==> config.mk <==
export PLATFORM = sky130hd
export DESIGN_NAME = rr_arbiter4
export DESIGN_NICKNAME = d
export VERILOG_FILES = /design/src/rtl/rr_arbiter4.sv
export SDC_FILE = /design/constraint.sdc
export NUM_CORES = 1
export LEC_CHECK = 0
export CAP_MARGIN = 10
export CORE_MARGIN = 8
export CORE_UTILIZATION = 40
export CTS_BUF_LIST = sky130_fd_sc_hd__clkbuf_16
export DETAILED_ROUTE_END_ITERATION = 8
export HOLD_SLACK_MARGIN = 0.08
export PLACE_DENSITY = 0.72
export SKIP_LAST_GASP = 1
export SLEW_MARGIN = 20
export SYNTH_ARGS = -nofsm -noshare
export SYNTH_HDL_FRONTEND = slang
export SYNTH_SLANG_ARGS = --single-unit
export TNS_END_PERCENT = 1
==> constraint.sdc <==
create_clock -name clk -period 3.9 [get_ports clk]
set_input_delay 0.78 -clock clk [delete_from_list [all_inputs] [get_ports clk]]
set_output_delay 0.78 -clock clk [all_outputs]
set_load 0.005 [all_outputs]
==> src/rtl/rr_arbiter4.sv <==
// rr_arbiter4: four-requester round-robin arbiter with held grants.
// Registered grant index plus its gated one-hot decode.
// Optional hold-timeout, compiled in with `define RR_ARB_TIMEOUT_EN: it forces
// rotation after MAX_HOLD cycles when other requesters are waiting.
module rr_arbiter4 #(
  parameter int MAX_HOLD = 8
) (
  input  logic       clk,
  input  logic       rst,
  input  logic [3:0] req,
  output logic [3:0] gnt,
  output logic [1:0] gnt_idx,
  output logic       gnt_valid
);

  localparam logic [0:0] IDLE  = 1'b0;
  localparam logic [0:0] GRANT = 1'b1;

  // MAX_HOLD must leave room for at least one extra cycle and fit in hold_cnt.
  if (MAX_HOLD < 2 || MAX_HOLD > 255) begin : g_bad_hold
    $error("rr_arbiter4: MAX_HOLD out of range 2..255");
  end

  logic [0:0] state, state_nxt;
  logic [1:0] ptr, ptr_nxt;
  logic [1:0] idx_nxt;
  logic       valid_nxt;
  logic [3:0] gnt_nxt;
  logic [3:0] owner_oh, others, cand;
  logic [1:0] win;
  logic       win_vld;
  logic       new_grant;
  logic       to_fire;

  assign owner_oh = 4'b0001 << gnt_idx;
  assign others   = req & ~owner_oh;
  // While granted, only non-owners compete: covers both a release (owner bit
  // already low) and a forced timeout (owner excluded).
  assign cand     = (state == GRANT) ? others : req;

  // Pick the first candidate scanning ptr, ptr+1, ptr+2, ptr+3 (mod 4).
  always_comb begin
    win     = 2'd0;
    win_vld = 1'b0;
    for (int k = 0; k < 4; k++) begin
      if (!win_vld && cand[ptr + 2'(k)]) begin
        win     = ptr + 2'(k);
        win_vld = 1'b1;
      end
    end
  end

`ifdef RR_ARB_TIMEOUT_EN
  logic [7:0] hold_cnt;
  logic       hold_sat;

  assign hold_sat = (hold_cnt == 8'(MAX_HOLD - 1));
  assign to_fire  = hold_sat && (|others);

  // Cycles held by the current owner; cleared on a new grant and in IDLE.
  always_ff @(posedge clk) begin
    if (rst || new_grant || state_nxt == IDLE) hold_cnt <= 8'd0;
    else if (!hold_sat)                        hold_cnt <= hold_cnt + 8'd1;
  end
`else
  assign to_fire = 1'b0;
`endif

  // Next-state: grant from IDLE, hand over on release or timeout, else hold.
  always_comb begin
    state_nxt = state;
    idx_nxt   = gnt_idx;
    ptr_nxt   = ptr;
    new_grant = 1'b0;
    case (state)
      IDLE: begin
        if (win_vld) new_grant = 1'b1;
      end
      default: begin
        if (!req[gnt_idx]) begin
          if (win_vld) new_grant = 1'b1;
          else         state_nxt = IDLE;
        end else if (to_fire) begin
          new_grant = 1'b1;
        end
      end
    endcase
    if (new_grant) begin
      state_nxt = GRANT;
      idx_nxt   = win;
      ptr_nxt   = win + 2'd1;
    end
  end

  assign valid_nxt = (state_nxt == GRANT);

  // One-hot decode of the next owner, gated by validity.
  for (genvar i = 0; i < 4; i++) begin : g_dec
    assign gnt_nxt[i] = valid_nxt && (idx_nxt == 2'(i));
  end

  // All outputs registered together so they always agree.
  always_ff @(posedge clk) begin
    if (rst) begin
      state     <= IDLE;
      ptr       <= 2'd0;
      gnt_idx   <= 2'd0;
      gnt_valid <= 1'b0;
      gnt       <= 4'b0000;
    end else begin
      state     <= state_nxt;
      ptr       <= ptr_nxt;
      gnt_idx   <= idx_nxt;
      gnt_valid <= valid_nxt;
      gnt       <= gnt_nxt;
    end
  end

endmodule

==> results of run 1 <==
## cell type report
cell class	instances	area share, %
well taps	17	2.47
flip-flops and latches	9	20.9
multi-input cells	63	52.2
clock buffers	3	8.71
clock inverters	1	0.435
repair buffers	12	13.9
inverters	3	1.31
## flip-flops by register name, indices dropped and copies added, names as in the netlist
signal and flops:
gnt 4, gnt_idx 2, ptr 2, state 1
## per-layer routing
layer / track usage (%) / wire length (microns) / up-vias
met4: 2.01 / 6 / 0
met3: 5.10 / 86 / 2
met2: 14.1 / 784 / 21
met5: 0 / 0 / -
li1: - / - / 324
met1: 12.8 / 761 / 313
## cell usage in the layout (no fill, tap or decap), types with 2 or more instances in the layout
master,n
sky130_fd_sc_hd__a21oi_1,6
sky130_fd_sc_hd__a22oi_1,2
sky130_fd_sc_hd__a32o_1,2
sky130_fd_sc_hd__and2_1,2
sky130_fd_sc_hd__clkbuf_16,3
sky130_fd_sc_hd__clkdlybuf4s50_1,12
sky130_fd_sc_hd__dfxtp_1,9
sky130_fd_sc_hd__inv_1,4
sky130_fd_sc_hd__nand2_1,8
sky130_fd_sc_hd__nand2b_1,2
sky130_fd_sc_hd__nand3_1,2
sky130_fd_sc_hd__nand3b_1,3
sky130_fd_sc_hd__nor2_1,6
sky130_fd_sc_hd__nor2b_1,2
sky130_fd_sc_hd__nor3b_1,2
sky130_fd_sc_hd__o2111ai_1,3
sky130_fd_sc_hd__o21ai_0,2
## through the flow
step | utilization [%] | hold slack [ns] | instances | power, mW
2_1_floorplan | - | 0.495 | 80 | 0.236
3_3_place_gp | 47.4 | 0.534 | 104 | 0.279
3_5_place_dp | 47.4 | 0.552 | 104 | 0.281
4_1_cts | 52.2 | 0.560 | 108 | 0.461
5_1_grt | 52.2 | 0.576 | 108 | 0.486
6_report | 52.2 | 0.566 | 108 | 0.458
## worst reg2reg max path, stage by stage (launching register included)
cell	delay, ns
sky130_fd_sc_hd__dfxtp_1	0.62
sky130_fd_sc_hd__mux4_2	0.56
sky130_fd_sc_hd__nand2_1	0.13
sky130_fd_sc_hd__o21a_1	0.25
sky130_fd_sc_hd__o2111ai_1	0.17
sky130_fd_sc_hd__nor3b_1	0.17
## final timing paths
check,end,slack [ns],start
max reg2reg,ptr[0],1.87,gnt_idx[0]
max,ptr[0],1.47,req[1]
min,ptr[0],0.57,ptr[0]
min reg2reg,ptr[0],0.57,ptr[0]
## power by group through the flow
| stage | Combinational, mW | Sequential (mW) | Clock (mW) |
|---|---|---|---|
| global route | 0.158 | 0.140 | 0.188 |
| finish | 0.146 | 0.136 | 0.176 |
| global placement | 0.143 | 0.136 | 0 |
| CTS | 0.147 | 0.136 | 0.179 |
| detailed placement | 0.144 | 0.137 | 0 |
| floorplan | 0.115 | 0.121 | 0 |
## logic make-up after synthesis
logic type             Yosys count
muxes                            1
DFF                              9
buffers and inverters            8
and+or+nand+nor                 36
AOI/OAI and AO/OA               26
## Yosys cell counts, drive strengths merged (3+ instances only)
library cell	count	area share (%)
dfxtp	9	27
nand3	3	3.0
nor2	6	3.3
buf	5	5.2
nand3b	3	3.3
inv	3	1.7
o21ai	4	4.6
o2111ai	3	3.9
a21oi	6	4.4
nand2	8	4.4
and2	3	2.8
==> impl_metrics.json, run 1 <==
{
  "ctsResizeCount": 0,
  "status": "complete, no violations",
  "totalWireLength_microns": 1640,
  "drt_first_pass_iters": 4,
  "critPathTopFamily": "buffers and inverters",
  "numCtsBuffers": 3,
  "switchingPower_uw": 139,
  "dr.first_iter.drc_count": 24,
  "timing.critical_path.to_type": "register",
  "timing.slew.headroom_pct": 64.8,
  "crit_slowest_cell": "sky130_fd_sc_hd__clkdlybuf4s50_1",
  "holdPathStages": 2,
  "power.combinational.fraction_pct": 32.0,
  "dp_worst_setup_slack_ns": 1.26,
  "floorplan.die.width_microns": 57.1,
  "internal_power_uw": 319,
  "io-pin-count": 13,
  "critPathMaxFanout": 9,
  "synth_top_family_by_area": "compound AO/OA/AOI/OAI gates",
  "synthFlopType": "sky130_fd_sc_hd__dfxtp_1",
  "die_area_sq_um": 3260,
  "setup_slack_ns": 1.47,
  "postSynthNetCount": 86,
  "area.growth.synth_to_final_pct": 27.4,
  "worst-endpoint-required_ns": 4.01,
  "ys_seq_area_share_pct": 26.6,
  "cts_post_setup_buffers_inserted": 0,
  "netlist_area_before_placement_sq_um": 677,
  "power_density_nw_per_um2": 531,
  "grtUsageTotal_pct": 9.85,
  "multi_input_logic_area_sq_um": 450,
  "worstPathCellList": "clkdlybuf4s50_1 -> mux4_2 -> nand2_1 -> o21a_1 -> o2111ai_1 -> nor3b_1",
  "p_leak_nw": 0.316,
  "grt_antenna_before_repair": 0,
  "register_area_sq_um": 180,
  "ratio_of_cells_with_drive_above_1_in_the_final_layout_pct": 12.1,
  "yosysWarnings": 0,
  "gr-total-overflow": 0,
  "ant_nets": 0,
  "clock.fmax_ghz": 0.411,
  "synth_enable_flop_cells": 0,
  "setup_violators_final": 0,
  "hold_buffers": 0,
  "drcViolationCount": 0,
  "synth.lib_cells_used.distinct": 40,
  "fp.coreArea_sq_um": 1650,
  "synthXorXnorAreaFrac_pct": 0,
  "antenna-diode-count": 0,
  "critPathArrivalTime_ns": 2.54,
  "crit_cells": 6,
  "number_of_buffers_added_on_ports": 12,
  "worst_slew_pin_slew_ns": 0.528,
  "timing.critical_path.from_type": "primary input",
  "cp_slowest_stage_delay_ns": 0.55,
  "first_pass_grt_wire_length_microns": 2640,
  "grt_pass1_vias": 574,
  "clk_pin_slew_ns": 0.04,
  "syn-mean-instance-area_sq_um": 8.46,
  "final_min_period_over_clock_period_pct": 62.3,
  "power_switching_share_pct": 30.4,
  "synth_compound_gate_area_share_pct": 31.8,
  "largest_net_degree_at_the_start_of_global_routing": 17,
  "nets": 98,
  "synth-async-reset-ratio_pct": 0,
  "final_period_minus_worst_setup_slack_ns": 2.43,
  "worst_hold_path_type": "reg -> reg",
  "detailroute.via_count": 660,
  "final.setup.tns_ns": 0,
  "htreeDepth": 1,
  "maxCapViolations": 0,
  "ctsLongestPathBuffers": 2,
  "clock_tree.root_cell": "sky130_fd_sc_hd__clkbuf_16",
  "final_area_sq_um": 862,
  "die_height_microns": 57.1,
  "clock_power_share_pct": 38.4,
  "fillerInstances": 168,
  "route.detailed.wl_per_inst_microns": 15.2,
  "synth-simple-area-share_pct": 31.4,
  "synth.mux.area_fraction_pct": 3.33,
  "p_seq_share_pct": 29.7,
  "maxSlewViolCount": 0,
  "critical_path_class": "in -> reg",
  "rsz0062_at_grt": "no",
  "timing.clock.skew_ns": 0.00225,
  "vdd_ir_drop_max_v": 0.000347,
  "synth-adder-area-share_pct": 0,
  "dpl.hpwl_microns": 1170,
  "netlist_instances": 80,
  "final_wtd_congestion": 0.854,
  "vias_per_cell": 6.11,
  "rows": 15,
  "initial_utilization_pct": 41.0,
  "placed_cell_area_sq_um": 783,
  "r2r.worst_path.cells": 5,
  "critical_path.n_buffers_inverters": 1,
  "clk_latency_ns": 0.23,
  "cts_num_sinks": 9,
  "cts_tree": "built",
  "finalHoldViolations": 0,
  "synth-seq-cells": 9
}
Power figures use the tool's default switching activity.
==> inputs of run 2 (changes only) <==
- clock period: 3.9 -> 2.25 ns (I/O delays scaled with it)
==> impl_metrics.json, run 2 (synthesized netlist as in run 1, its figures left out) <==
{
  "status": "complete, no violations",
  "final_min_period_over_clock_period_pct": 90.6,
  "numCtsBuffers": 3,
  "crit_slowest_cell": "sky130_fd_sc_hd__dfxtp_1",
  "rsz0062_at_grt": "no",
  "clock_tree.root_cell": "sky130_fd_sc_hd__clkbuf_16",
  "drt_first_pass_iters": 4,
  "detailroute.via_count": 662,
  "dp_worst_setup_slack_ns": 0.0567,
  "power_density_nw_per_um2": 891,
  "worstPathCellList": "mux4_2 -> nand2_1 -> o21a_1 -> o2111ai_1 -> nor3b_1",
  "hold_buffers": 0,
  "ant_nets": 0,
  "ctsLongestPathBuffers": 2,
  "antenna-diode-count": 0,
  "final_period_minus_worst_setup_slack_ns": 2.04,
  "totalWireLength_microns": 1610,
  "largest_net_degree_at_the_start_of_global_routing": 17,
  "cts_post_setup_buffers_inserted": 0,
  "vias_per_cell": 5.91,
  "grt_antenna_before_repair": 0,
  "finalHoldViolations": 0,
  "area.growth.synth_to_final_pct": 31.8,
  "placed_cell_count": 108,
  "first_pass_grt_wire_length_microns": 2730,
  "initial_utilization_pct": 41.0,
  "floorplan.die.width_microns": 57.1,
  "gr-total-overflow": 0,
  "critPathArrivalTime_ns": 2.15,
  "cts_num_sinks": 9,
  "timing.slew.headroom_pct": 66.7,
  "setup_violators_final": 0,
  "vdd_ir_drop_max_v": 0.000595,
  "die_area_sq_um": 3260,
  "htreeDepth": 1,
  "timing.clock.skew_ns": 0.00118,
  "worst-endpoint-required_ns": 2.36,
  "clk_pin_slew_ns": 0.04,
  "timing.critical_path.to_type": "register",
  "drcViolationCount": 0,
  "critPathMaxFanout": 14,
  "grt_pass1_vias": 627,
  "number_of_buffers_added_on_ports": 12,
  "rows": 15,
  "final_wtd_congestion": 0.896,
  "cp_slowest_stage_delay_ns": 0.61,
  "ratio_of_cells_with_drive_above_1_in_the_final_layout_pct": 15.8,
  "setup_slack_ns": 0.211,
  "clk_latency_ns": 0.23,
  "ctsResizeCount": 0,
  "maxSlewViolCount": 0,
  "clock.fmax_ghz": 0.490,
  "p_leak_nw": 0.335,
  "final.setup.tns_ns": 0,
  "route.detailed.wl_per_inst_microns": 14.3,
  "largestRegisters": "gnt (4), gnt_idx (2), ptr (2)",
  "maxCapViolations": 0,
  "grtUsageTotal_pct": 10.6,
  "io-pin-count": 13,
  "dr.first_iter.drc_count": 19,
  "largest_register_ffs": 4,
  "registers.top_by_ff_count": "gnt",
  "dpl.hpwl_microns": 1200,
  "most-common-layout-cells": "12 x sky130_fd_sc_hd__clkdlybuf4s50_1, 9 x sky130_fd_sc_hd__dfxtp_1, 8 x sky130_fd_sc_hd__nand2_1, 6 x sky130_fd_sc_hd__nor2_1, 6 x sky130_fd_sc_hd__a21oi_1",
  "fp.coreArea_sq_um": 1650,
  "worst_slew_pin_slew_ns": 0.499,
  "die_height_microns": 57.1,
  "timing.critical_path.from_type": "register",
  "cts_tree": "built",
  "layout.cells.non_filler": 112,
  "worst_hold_path_type": "reg -> reg",
  "mostFrequentLayoutCell": "sky130_fd_sc_hd__clkdlybuf4s50_1",
  "nets": 102,
  "critical_path_class": "reg -> reg"
}
-- run 2: path summary, 6_finish.rpt --
path / slack [ns] / to / from / cells past startpoint
worst max-delay path: 0.21 / ptr[0] / gnt_idx[0] / 5
worst min-delay path: 0.53 / ptr[0] / ptr[0] / 2
worst max register to register: 0.21 / ptr[0] / gnt_idx[0] / 5
worst min register to register: 0.53 / ptr[0] / ptr[0] / 2
-- run 2: metal layers --
| layer | GRT usage [%] | share of wire (%) |
|---|---|---|
| met4 | 5.03 | 1.6 |
| met3 | 5.10 | 6.9 |
| met2 | 16.7 | 48 |
| met5 | 0 | 0 |
| met1 | 11.5 | 44 |
-- run 2: layout make-up --
class | count | area, sq um
inverters | 3 | 11.3
repair buffers | 16 | 150
fillers | 153 | 759
well taps | 17 | 21.3
multi-input cells | 63 | 450
clock inverters | 1 | 3.75
clock buffers | 3 | 75.1
flip-flops and latches | 9 | 180
-- run 2: critical path: cells and delay by family (launching register included) --
kind	cells	cell delay [ns]
flip-flops	1	0.61
multiplexers	1	0.57
AO/OA/AOI/OAI	2	0.41
AND/OR/NAND/NOR	2	0.32
-- run 2: through the flow --
stage	utilization, %	hold WS, ns	total power, mW	instance area (sq um)
floorplan	-	0.495	0.410	677
global placement	49.2	0.536	0.487	813
detailed placement	49.2	0.528	0.492	813
CTS	54.0	0.531	0.798	892
global route	54.0	0.542	0.848	892
finish	54.0	0.528	0.795	892
-- run 2: where the power goes --
part / switching (mW) / internal [mW] / leakage [nW]
Combinational: 0.120 / 0.137 / 0.219
Sequential: 0.0453 / 0.189 / 0.0744
Clock: 0.0723 / 0.232 / 0.0423
==> inputs of run 3 (changes only) <==
- CORE_MARGIN: 8 -> unset
- CORE_UTILIZATION: 40 -> 49
- PLACE_DENSITY: 0.72 -> 0.84
==> impl_metrics.json, run 3 (synthesized netlist as in run 1, its figures left out) <==
{
  "status": "complete, no violations",
  "grt_pass1_vias": 579,
  "first_pass_grt_wire_length_microns": 2470,
  "maxSlewViolCount": 0,
  "endpoint_of_the_most_critical_register_to_register_path": "ptr[0]",
  "final_area_sq_um": 898,
  "worst-endpoint-required_ns": 2.36,
  "ratio_of_cells_with_drive_above_1_in_the_final_layout_pct": 17.7,
  "setup.reg_to_reg.worst_slack_ns": 0.20,
  "timing.rr.start": "gnt_idx[0]",
  "vias_per_cell": 5.97,
  "dr.first_iter.drc_count": 22,
  "antenna-diode-count": 0,
  "area.growth.synth_to_final_pct": 32.7,
  "fp.coreArea_sq_um": 1280,
  "timing.hold.worst_endpoint": "ptr[0]",
  "power_density_nw_per_um2": 897,
  "timing.hold.worst.start": "ptr[0]",
  "detailroute.via_count": 663,
  "rows": 13,
  "critical_path.n_buffers_inverters": 0,
  "drt_first_pass_iters": 4,
  "p_leak_nw": 0.339,
  "floorplan.die.width_microns": 39.2,
  "worst_slew_pin_slew_ns": 0.523,
  "route.detailed.wl_per_inst_microns": 13.9,
  "hold_buffers": 0,
  "clk_pin_slew_ns": 0.04,
  "grt_antenna_before_repair": 0,
  "drcViolationCount": 0,
  "startpoint": "gnt_idx[0]",
  "timing.critical_path.to_type": "register",
  "crit_slowest_cell": "sky130_fd_sc_hd__dfxtp_1",
  "die_area_sq_um": 1530,
  "clk_latency_ns": 0.23,
  "nets": 103,
  "timing.slew.headroom_pct": 65.1,
  "whs_ns": 0.546,
  "final_wtd_congestion": 0.930,
  "ctsLongestPathBuffers": 2,
  "largestRegisters": "gnt (4), gnt_idx (2), ptr (2)",
  "htreeDepth": 1,
  "worst_hold_path_type": "reg -> reg",
  "timing.clock.skew_ns": 0.000633,
  "largest_net_degree_at_the_start_of_global_routing": 17,
  "ant_nets": 0,
  "maxCapViolations": 0,
  "cts_num_sinks": 9,
  "io-pin-count": 13,
  "vdd_ir_drop_max_v": 0.000505,
  "totalWireLength_microns": 1540,
  "final_period_minus_worst_setup_slack_ns": 2.05,
  "critPathTopFamily": "flip-flops",
  "cts_post_setup_buffers_inserted": 0,
  "mostFrequentLayoutCell": "sky130_fd_sc_hd__clkdlybuf4s50_1",
  "r2r.worst_path.cells": 5,
  "registers.top_by_ff_count": "gnt",
  "timing.critical_path.from_type": "register",
  "numCtsBuffers": 3,
  "critical_path_class": "reg -> reg",
  "cts_tree": "built",
  "clock_tree.root_cell": "sky130_fd_sc_hd__clkbuf_16",
  "initial_utilization_pct": 52.7,
  "cp_slowest_stage_delay_ns": 0.64,
  "critPathMaxFanout": 14,
  "grtUsageTotal_pct": 24.3,
  "dpl.hpwl_microns": 1110,
  "number_of_buffers_added_on_ports": 12,
  "die_height_microns": 39.2,
  "final.setup.tns_ns": 0,
  "rsz0062_at_grt": "no",
  "finalHoldViolations": 0,
  "critPathArrivalTime_ns": 2.16,
  "worstPathCellList": "mux4_2 -> nand2_1 -> o21a_1 -> o2111ai_1 -> nor3b_1",
  "ctsResizeCount": 0,
  "setup_violators_final": 0,
  "placed_cell_area_sq_um": 818,
  "holdPathStages": 2,
  "gr-total-overflow": 0,
  "largest_register_ffs": 4,
  "most-common-layout-cells": "12 x sky130_fd_sc_hd__clkdlybuf4s50_1, 9 x sky130_fd_sc_hd__dfxtp_1, 8 x sky130_fd_sc_hd__nand2_1, 6 x sky130_fd_sc_hd__nor2_1, 6 x sky130_fd_sc_hd__a21oi_1",
  "final_min_period_over_clock_period_pct": 91.1,
  "clock.fmax_ghz": 0.488
}
run 3: where the power goes:
part	internal, mW	switching, mW	total, mW
sequential	0.189	0.0484	0.237
combinational	0.141	0.120	0.261
clock	0.234	0.0738	0.307
run 3: how the worst max path moves through the flow:
stage,cells after the start,endpoint
floorplan,6,ptr[0]
global placement,6,gnt[3]
detailed placement,6,ptr[0]
CTS,5,ptr[0]
global route,5,gnt[3]
finish,5,ptr[0]
run 3: final cells by class:
type,count,area (sq um)
inverters,3,11.3
fillers,110,387
well taps,15,18.8
repair buffers,17,158
multi-input cells,63,450
clock buffers,3,75.1
clock inverters,1,5.00
flip-flops and latches,9,180
run 3: routing by layer:
layer / vias up / GRT usage, % / wire length, microns
met4: 0 / 7.76 / 11
met3: 2 / 9.25 / 84
met1: 306 / 31.0 / 716
met2: 21 / 37.1 / 726
met5: - / 0 / 0
li1: 334 / - / -
run 3: metrics by stage:
step                      setup slack [ns]  total power [mW]  utilization (%)  std cells
after global routing                0.0559             0.856             69.9        111
after floorplan                      0.502             0.410                -         80
after detailed placement            0.0213             0.493             63.7        107
after global placement              0.0558             0.490             63.7        107
final                                0.201             0.805             69.9        111
after CTS                            0.224             0.812             69.9        111
run 3: worst register-to-register path, delay by kind of cell, from the launching register on:
family | cells | cell delay, ns
flops | 1 | 0.64
mux | 1 | 0.57
compound gates | 2 | 0.40
simple gates | 2 | 0.31
